**config.mk**
```make
export PLATFORM = sky130hd
export DESIGN_NAME = ram_writer
export DESIGN_NICKNAME = d
export VERILOG_FILES = /design/src/rtl/ram_writer.sv
export SDC_FILE = /design/constraint.sdc
export NUM_CORES = 1
export LEC_CHECK = 0
export CAP_MARGIN = 10
export CORE_ASPECT_RATIO = 0.75
export CORE_MARGIN = 1.5
export CORE_UTILIZATION = 46
export DETAILED_ROUTE_END_ITERATION = 10
export PLACE_DENSITY = 0.89
export SLEW_MARGIN = 20
export SYNTH_ARGS = -nofsm -noshare
export SYNTH_HDL_FRONTEND = slang
export SYNTH_SLANG_ARGS = --single-unit
```
**constraint.sdc**
```tcl
create_clock -name clk -period 2.1 [get_ports clk]
set_input_delay 0.21 -clock clk [delete_from_list [all_inputs] [get_ports clk]]
set_output_delay 0.21 -clock clk [all_outputs]
set_load 0.005 [all_outputs]
```
**src/rtl/ram_writer.sv**
```systemverilog
// Command-driven RAM access engine: single-word WRITE, multi-word FILL, READ
// with configurable RAM read latency, and NOP; all outputs are registered.
module ram_writer #(
    parameter int WIDTH             = 16,
    parameter int REGISTER_COUNT    = 256,
    parameter int RAM_SCREEN_OFFSET = 0,
    parameter int READ_LATENCY      = 1,
    localparam int AW               = $clog2(REGISTER_COUNT)
) (
    input  logic             clk,
    input  logic             resetN,
    input  logic             cmd_valid,
    output logic             cmd_ready,
    input  logic [1:0]       cmd_op,
    input  logic [AW-1:0]    cmd_addr,
    input  logic [AW-1:0]    cmd_len,
    input  logic [WIDTH-1:0] cmd_data,
    output logic [AW-1:0]    ram_addr,
    output logic             ram_we,
    output logic [WIDTH-1:0] ram_wdata,
    input  logic [WIDTH-1:0] ram_rdata,
    output logic             rsp_valid,
    output logic [WIDTH-1:0] rsp_data,
    output logic             done,
    output logic             busy
);

    localparam logic [1:0] S_IDLE      = 2'd0;
    localparam logic [1:0] S_WRITE     = 2'd1;
    localparam logic [1:0] S_FILL      = 2'd2;
    localparam logic [1:0] S_READ_WAIT = 2'd3;

    localparam logic [1:0] OP_WRITE = 2'b00;
    localparam logic [1:0] OP_FILL  = 2'b01;
    localparam logic [1:0] OP_READ  = 2'b10;

    // AW-bit wrap makes the offset addition modulo REGISTER_COUNT (power of two depth)
    localparam logic [AW-1:0] OFF = AW'(RAM_SCREEN_OFFSET % REGISTER_COUNT);
    localparam logic [2:0]    LAT = 3'(READ_LATENCY);

    logic [1:0]    state_r;
    logic [AW-1:0] cnt_r;
    logic [2:0]    wait_r;
    logic [AW-1:0] base_s;

    assign base_s = cmd_addr + OFF;

    // Command FSM; every output is a flop updated here
    always_ff @(posedge clk) begin
        if (!resetN) begin
            state_r   <= S_IDLE;
            cnt_r     <= '0;
            wait_r    <= 3'd0;
            cmd_ready <= 1'b0;
            ram_addr  <= '0;
            ram_we    <= 1'b0;
            ram_wdata <= '0;
            rsp_valid <= 1'b0;
            rsp_data  <= '0;
            done      <= 1'b0;
            busy      <= 1'b0;
        end else begin
            case (state_r)
                S_IDLE: begin
                    rsp_valid <= 1'b0;
                    ram_we    <= 1'b0;
                    if (!cmd_ready) begin
                        // first cycle after reset, or the done cycle of a NOP
                        cmd_ready <= 1'b1;
                        done      <= 1'b0;
                    end else if (cmd_valid) begin
                        cmd_ready <= 1'b0;
                        case (cmd_op)
                            OP_WRITE: begin
                                ram_we    <= 1'b1;
                                ram_addr  <= base_s;
                                ram_wdata <= cmd_data;
                                done      <= 1'b1;
                                busy      <= 1'b1;
                                state_r   <= S_WRITE;
                            end
                            OP_FILL: begin
                                ram_we    <= 1'b1;
                                ram_addr  <= base_s;
                                ram_wdata <= cmd_data;
                                cnt_r     <= cmd_len;
                                done      <= (cmd_len == '0);
                                busy      <= 1'b1;
                                state_r   <= S_FILL;
                            end
                            OP_READ: begin
                                ram_addr  <= base_s;
                                wait_r    <= 3'd0;
                                done      <= 1'b0;
                                busy      <= 1'b1;
                                state_r   <= S_READ_WAIT;
                            end
                            default: begin
                                done      <= 1'b1;
                            end
                        endcase
                    end else begin
                        done <= 1'b0;
                    end
                end
                S_WRITE: begin
                    ram_we    <= 1'b0;
                    done      <= 1'b0;
                    busy      <= 1'b0;
                    cmd_ready <= 1'b1;
                    state_r   <= S_IDLE;
                end
                S_FILL: begin
                    if (cnt_r == '0) begin
                        ram_we    <= 1'b0;
                        done      <= 1'b0;
                        busy      <= 1'b0;
                        cmd_ready <= 1'b1;
                        state_r   <= S_IDLE;
                    end else begin
                        ram_addr <= ram_addr + AW'(1);
                        cnt_r    <= cnt_r - AW'(1);
                        done     <= (cnt_r == AW'(1));
                    end
                end
                S_READ_WAIT: begin
                    // ram_addr is held, so the RAM output is stable once LAT cycles pass
                    if (wait_r == LAT) begin
                        rsp_data  <= ram_rdata;
                        rsp_valid <= 1'b1;
                        done      <= 1'b1;
                        wait_r    <= wait_r + 3'd1;
                    end else if (wait_r > LAT) begin
                        rsp_valid <= 1'b0;
                        done      <= 1'b0;
                        busy      <= 1'b0;
                        cmd_ready <= 1'b1;
                        state_r   <= S_IDLE;
                    end else begin
                        wait_r <= wait_r + 3'd1;
                    end
                end
                default: begin
                    state_r   <= S_IDLE;
                    cmd_ready <= 1'b0;
                    ram_we    <= 1'b0;
                    rsp_valid <= 1'b0;
                    done      <= 1'b0;
                    busy      <= 1'b0;
                end
            endcase
        end
    end

endmodule

```
* Word level (Yosys, flattened, before mapping) *
Cells that the tools add are included.

cells by class
  add/subtract/negate cells = 3
  magnitude comparators = 1
  equality and inequality tests = 19
  mux-type cells = 47
  reduce and logical (&&, ||, !) cells = 19

operator list
  cell                 number
  $mux 8               8
  $pmux 8 s2           2
  $mux 1               18
  $logic_not 8->1      2
  $mux 3               5
  $reduce_and 5->1     3
  $ne 2x2->1 const B   7
  $pmux 1 s4           3
  $reduce_and 6->1     2
  $mux 2               5
  $add 8x1->8 const B  1
  $eq 8x1->1 const B   1
  $pmux 2 s4           1
  $sub 8x1->8 const B  1
  $eq 2x2->1 const B   3
  $ne 3x3->1 const B   2
  $pmux 2 s3           1
  $pmux 3 s2           1
  $reduce_and 2->1     3
  $eq 2x1->1 const B   2
  $logic_not 2->1      2
  $ne 2x1->1 const B   2
  $ne 4x1->1 const B   1
  $pmux 1 s2           2
  other kinds (10)     11

storage, ports and cells
  register bits = 58
  input port bits = 53
  output and inout port bits = 45

* Depth between registers and ports, before layout *
  depth in word-level cells = 6
  depth in mapped cells = 8

* Least setup slack after synthesis *
No wires, ideal clock.

  kind = reg-to-reg
  from = register cnt_r[0]
  to = register ram_addr[2]
  library setup time = 134 ps
  arrival = 1676 ps
  data required time = 1966 ps
  path slack = 289 ps
  stages on the path, launching flop included = 9
  buffers on the path = 2
  period minus slack after synthesis = 1811 ps
  path through = dfxtp_1 > inv_1 > ha_1 > nor2b_1 > and4_1 > buf_2 > buf_4 > o311ai_0 > o31ai_1

on the way
  longest elaborated chain between the ends = 3

RTL lines
  element                            RTL line  RTL
  from (decl)                        42        logic [AW-1:0] cnt_r;
  from (signal assigned)             86        cnt_r <= cmd_len;
  from (signal assigned)             122       cnt_r <= cnt_r - AW'(1);
  $logic_not 8->1                    114       if (cnt_r == '0) begin
  $ne 2x2->1 (no source line)        n/a
  $reduce_and 5->1 (no source line)  n/a
  to (signal assigned)               84        ram_addr <= base_s;
  to (signal assigned)               92        ram_addr <= base_s;
  to (signal assigned)               121       ram_addr <= ram_addr + AW'(1);
  to (decl)                          18        output logic [AW-1:0] ram_addr,

Every way passes these cells.
A chain may end at the register's enable or synchronous reset.

* Worst setup path after layout *
  from = register state_r[0]
  to = register ram_addr[6]

on the way
  longest elaborated chain between the ends = 3
  elaborated cells on any way between the ends = 9
  classes of those cells = eq/ne (5); mux (1); reduce/logical (3)

RTL lines
  element                                                           RTL line  RTL
  from (decl)                                                       41        logic [1:0] state_r;
  from (signal assigned)                                            51        state_r <= S_IDLE;
  from (signal assigned)                                            80        state_r <= S_WRITE;
  from (signal assigned)                                            89        state_r <= S_FILL;
  $eq 2x2->1 or $logic_not 2->1 (tied branches)                     63        case (state_r)
  $ne 2x2->1 (no source line) or $reduce_bool 2->1 (tied branches)  n/a
  $reduce_and 5->1 (no source line)                                 n/a
  to (signal assigned)                                              76        ram_addr <= base_s;
  to (signal assigned)                                              84
  to (signal assigned)                                              92

Parallel ways exist; a longest one is shown, timed or not.

==> metrics <==
unrepaired setup endpoints after global routing=false; Avg Inst Size Synth=7.99 um2; PortBufs=97; max-cap viol count=0; Inserted Diodes=0; CTS Buf Count=9; status=completed; Slew HR=60.3%; count of cell types in the netlist=51; H-Tree Level Count=3; all-layer global routing usage=25.3%; Peak VDD IR=0.000573 V; worst hold path type=in2reg; drt initial violations=251; CP Max Fanout=10; part of the Yosys area used for sequential elements=40.2%; EDFF count, synth=0; TritonCTS clock tree=yes; area grow syn2layout=47.1%; Mapped Nets=430; clk buf depth=2; drt total wl=8230 um; GP Congestion=0.950; number of fill cells=474; Wirelength per Cell=14.9 um; fin util=71.5%; final setup vio count=0; first-pass GRT wire length=13400 um; final antenna-violating net count=0; Pleak=0.00155 uW; slowest CP cell=o31a_1; Hold WS=0.416 ns; Worst setup EP type=register; Synth async-reset ratio=0%; vias in the first global route=2843; PD cells=903 nW/um2; Post-Synthesis Cells=362; via/cell ratio=5.59; Largest stage delay, worst path=0.42 ns; Max Fclk=521 MHz; Synth warnings=0; Hold Vio Cnt, Final=0; Crit path max-delay family=compound AO/OA/AOI/OAI gates; largest net degree at the start of global routing=23; clock sinks=58; Final Non-Filler Cells=554; IO Count=98; Register Area=1160 um2; Post-CTS Hold Fix Bufs=0; Yosys reg bits=58; Die H=71.7 um; CORE AREA=5950 um2; clk_skew=0.0106 ns; layout cell share with drive strength beyond 1=9.45%; # nets final=539; Post-DP HPWL=6100 um; WP data required=2.34 ns; Slew @ Worst Pin=0.596 ns; std cell rows=24; Multi-input gate area=1590 um2; root buf cell=clkbuf_8; DRC=0; period utilization=91.4%; Via Count=3097; Post-Syn Area=2890 um2; Clock transition at path regs=0.07 ns; Top FF cell, synth=dfxtp_1; Crit path buffers/inverters=2; fin. max-slew vios=0; starting density of the core=48.6%; die area=6780 um2; Post-Place Cells=538; Worst-Skew Late Latency=0.34 ns; WP data arrival=2.16 ns; Period minus WS final=1.92 ns; CP startpoint kind=register; critical-path cell list=inv_1, ha_1, inv_2, o31a_1, nand2b_1, o32ai_1; WS Path Type=reg2reg; GRT Residual Overflow=0; initial antenna violation count=0; Die Wd=94.6 um; drt first pass iters=5
## sequential cells by signal, summed over array words and instances, names as in the netlist
name       cells
cnt_r          8
wait_r         3
ram_wdata     16
rsp_data      16
ram_addr       8
rsp_valid      1
done           1
state_r        2
cmd_ready      1
ram_we         1
busy           1
## metal layers
layer	share of wire [%]	global-route usage [%]	vias up	routed length (um)
li1	-	-	1505	-
met1	44	33.5	1441	3630
met2	46	40.7	136	3780
met3	8.8	6.48	15	722
met4	1.1	7.46	0	91
met5	0	0	-	0
## tightest hold or removal path, delay by kind of cell
family          cells  cell delay [ns]
compound gates      1             0.05
buf+inv             1             0.39
simple gates        1             0.05
## placed cells by master, fill, tap and decap left out, types with 6 or more instances in the layout
master,Yosys,final
a211oi_1,7,7
a21oi_1,42,42
buf_4,1,22
clkbuf_8,0,10
clkdlybuf4s50_1,0,97
dfxtp_1,58,57
ha_1,15,15
inv_1,12,12
mux2i_1,8,8
nand2_1,81,81
nand3_1,12,12
nor2_1,18,18
nor3_1,7,6
nor4_1,6,6
o21ai_0,10,10
## where the power goes
group | internal [uW] | switching (uW)
Clock | 696 | 444
Combinational | 652 | 741
Sequential | 1210 | 98.0
## kinds of logic after synthesis
group                    synth area share [%]
AO/OA/AOI/OAI                            21.5
adder cells (fa/ha/maj)                  6.49
buffers and inverters                    5.19
flip-flops                               40.2
multiplexers                             2.77
AND/OR/NAND/NOR                          23.8
## metrics by stage
stage | setup slack, ns | area (um2) | power, uW | TNS (ns)
2_1_floorplan | 0.289 | 2890 | 2140 | 0
3_3_place_gp | 0.0661 | 4030 | 2640 | 0
3_5_place_dp | -0.00428 | 4030 | 2690 | -0.00428
4_1_cts | 0.140 | 4250 | 3830 | 0
5_1_grt | 0.0523 | 4250 | 4040 | 0
6_report | 0.180 | 4250 | 3840 | 0
## worst paths after layout
kind	startpoint	to	slack, ns	cells after the start
hold / removal	cmd_data[3]	ram_wdata[3]	0.42	3
setup reg to reg	state_r[0]	ram_addr[6]	0.18	6
setup / recovery	state_r[0]	ram_addr[6]	0.18	6
hold reg to reg	rsp_data[15]	rsp_data[15]	0.45	2
## final cells by class
type | count | area share, %
multi-input cells | 269 | 37.3
flip-flops and latches | 58 | 27.3
repair buffers | 119 | 26.7
clock buffers | 11 | 3.32
well taps | 78 | 2.29
clock inverters | 5 | 1.82
inverters | 14 | 1.24
## cell usage after synthesis (7+ instances only)
master     n  area, um2
nand2_1   81        304
dfxtp_1   58       1160
a21oi_1   42        210
nor2_1    18       67.6
ha_1      15        188
clkbuf_1  13       48.8
inv_1     12       45.0
nand3_1   12       60.1
o21ai_0   10       50.1
mux2i_1    8       80.1
a211oi_1   7       52.6
nor3_1     7       35.0
## what timing repair did
| action | 4_1_cts | 5_1_grt |
|---|---|---|
| buffers inserted | 0 | 0 |
| resized for setup | 0 | 2 |
| endpoints found under the setup margin | 0 | 2 |
(Power assumes the default switching activity.)
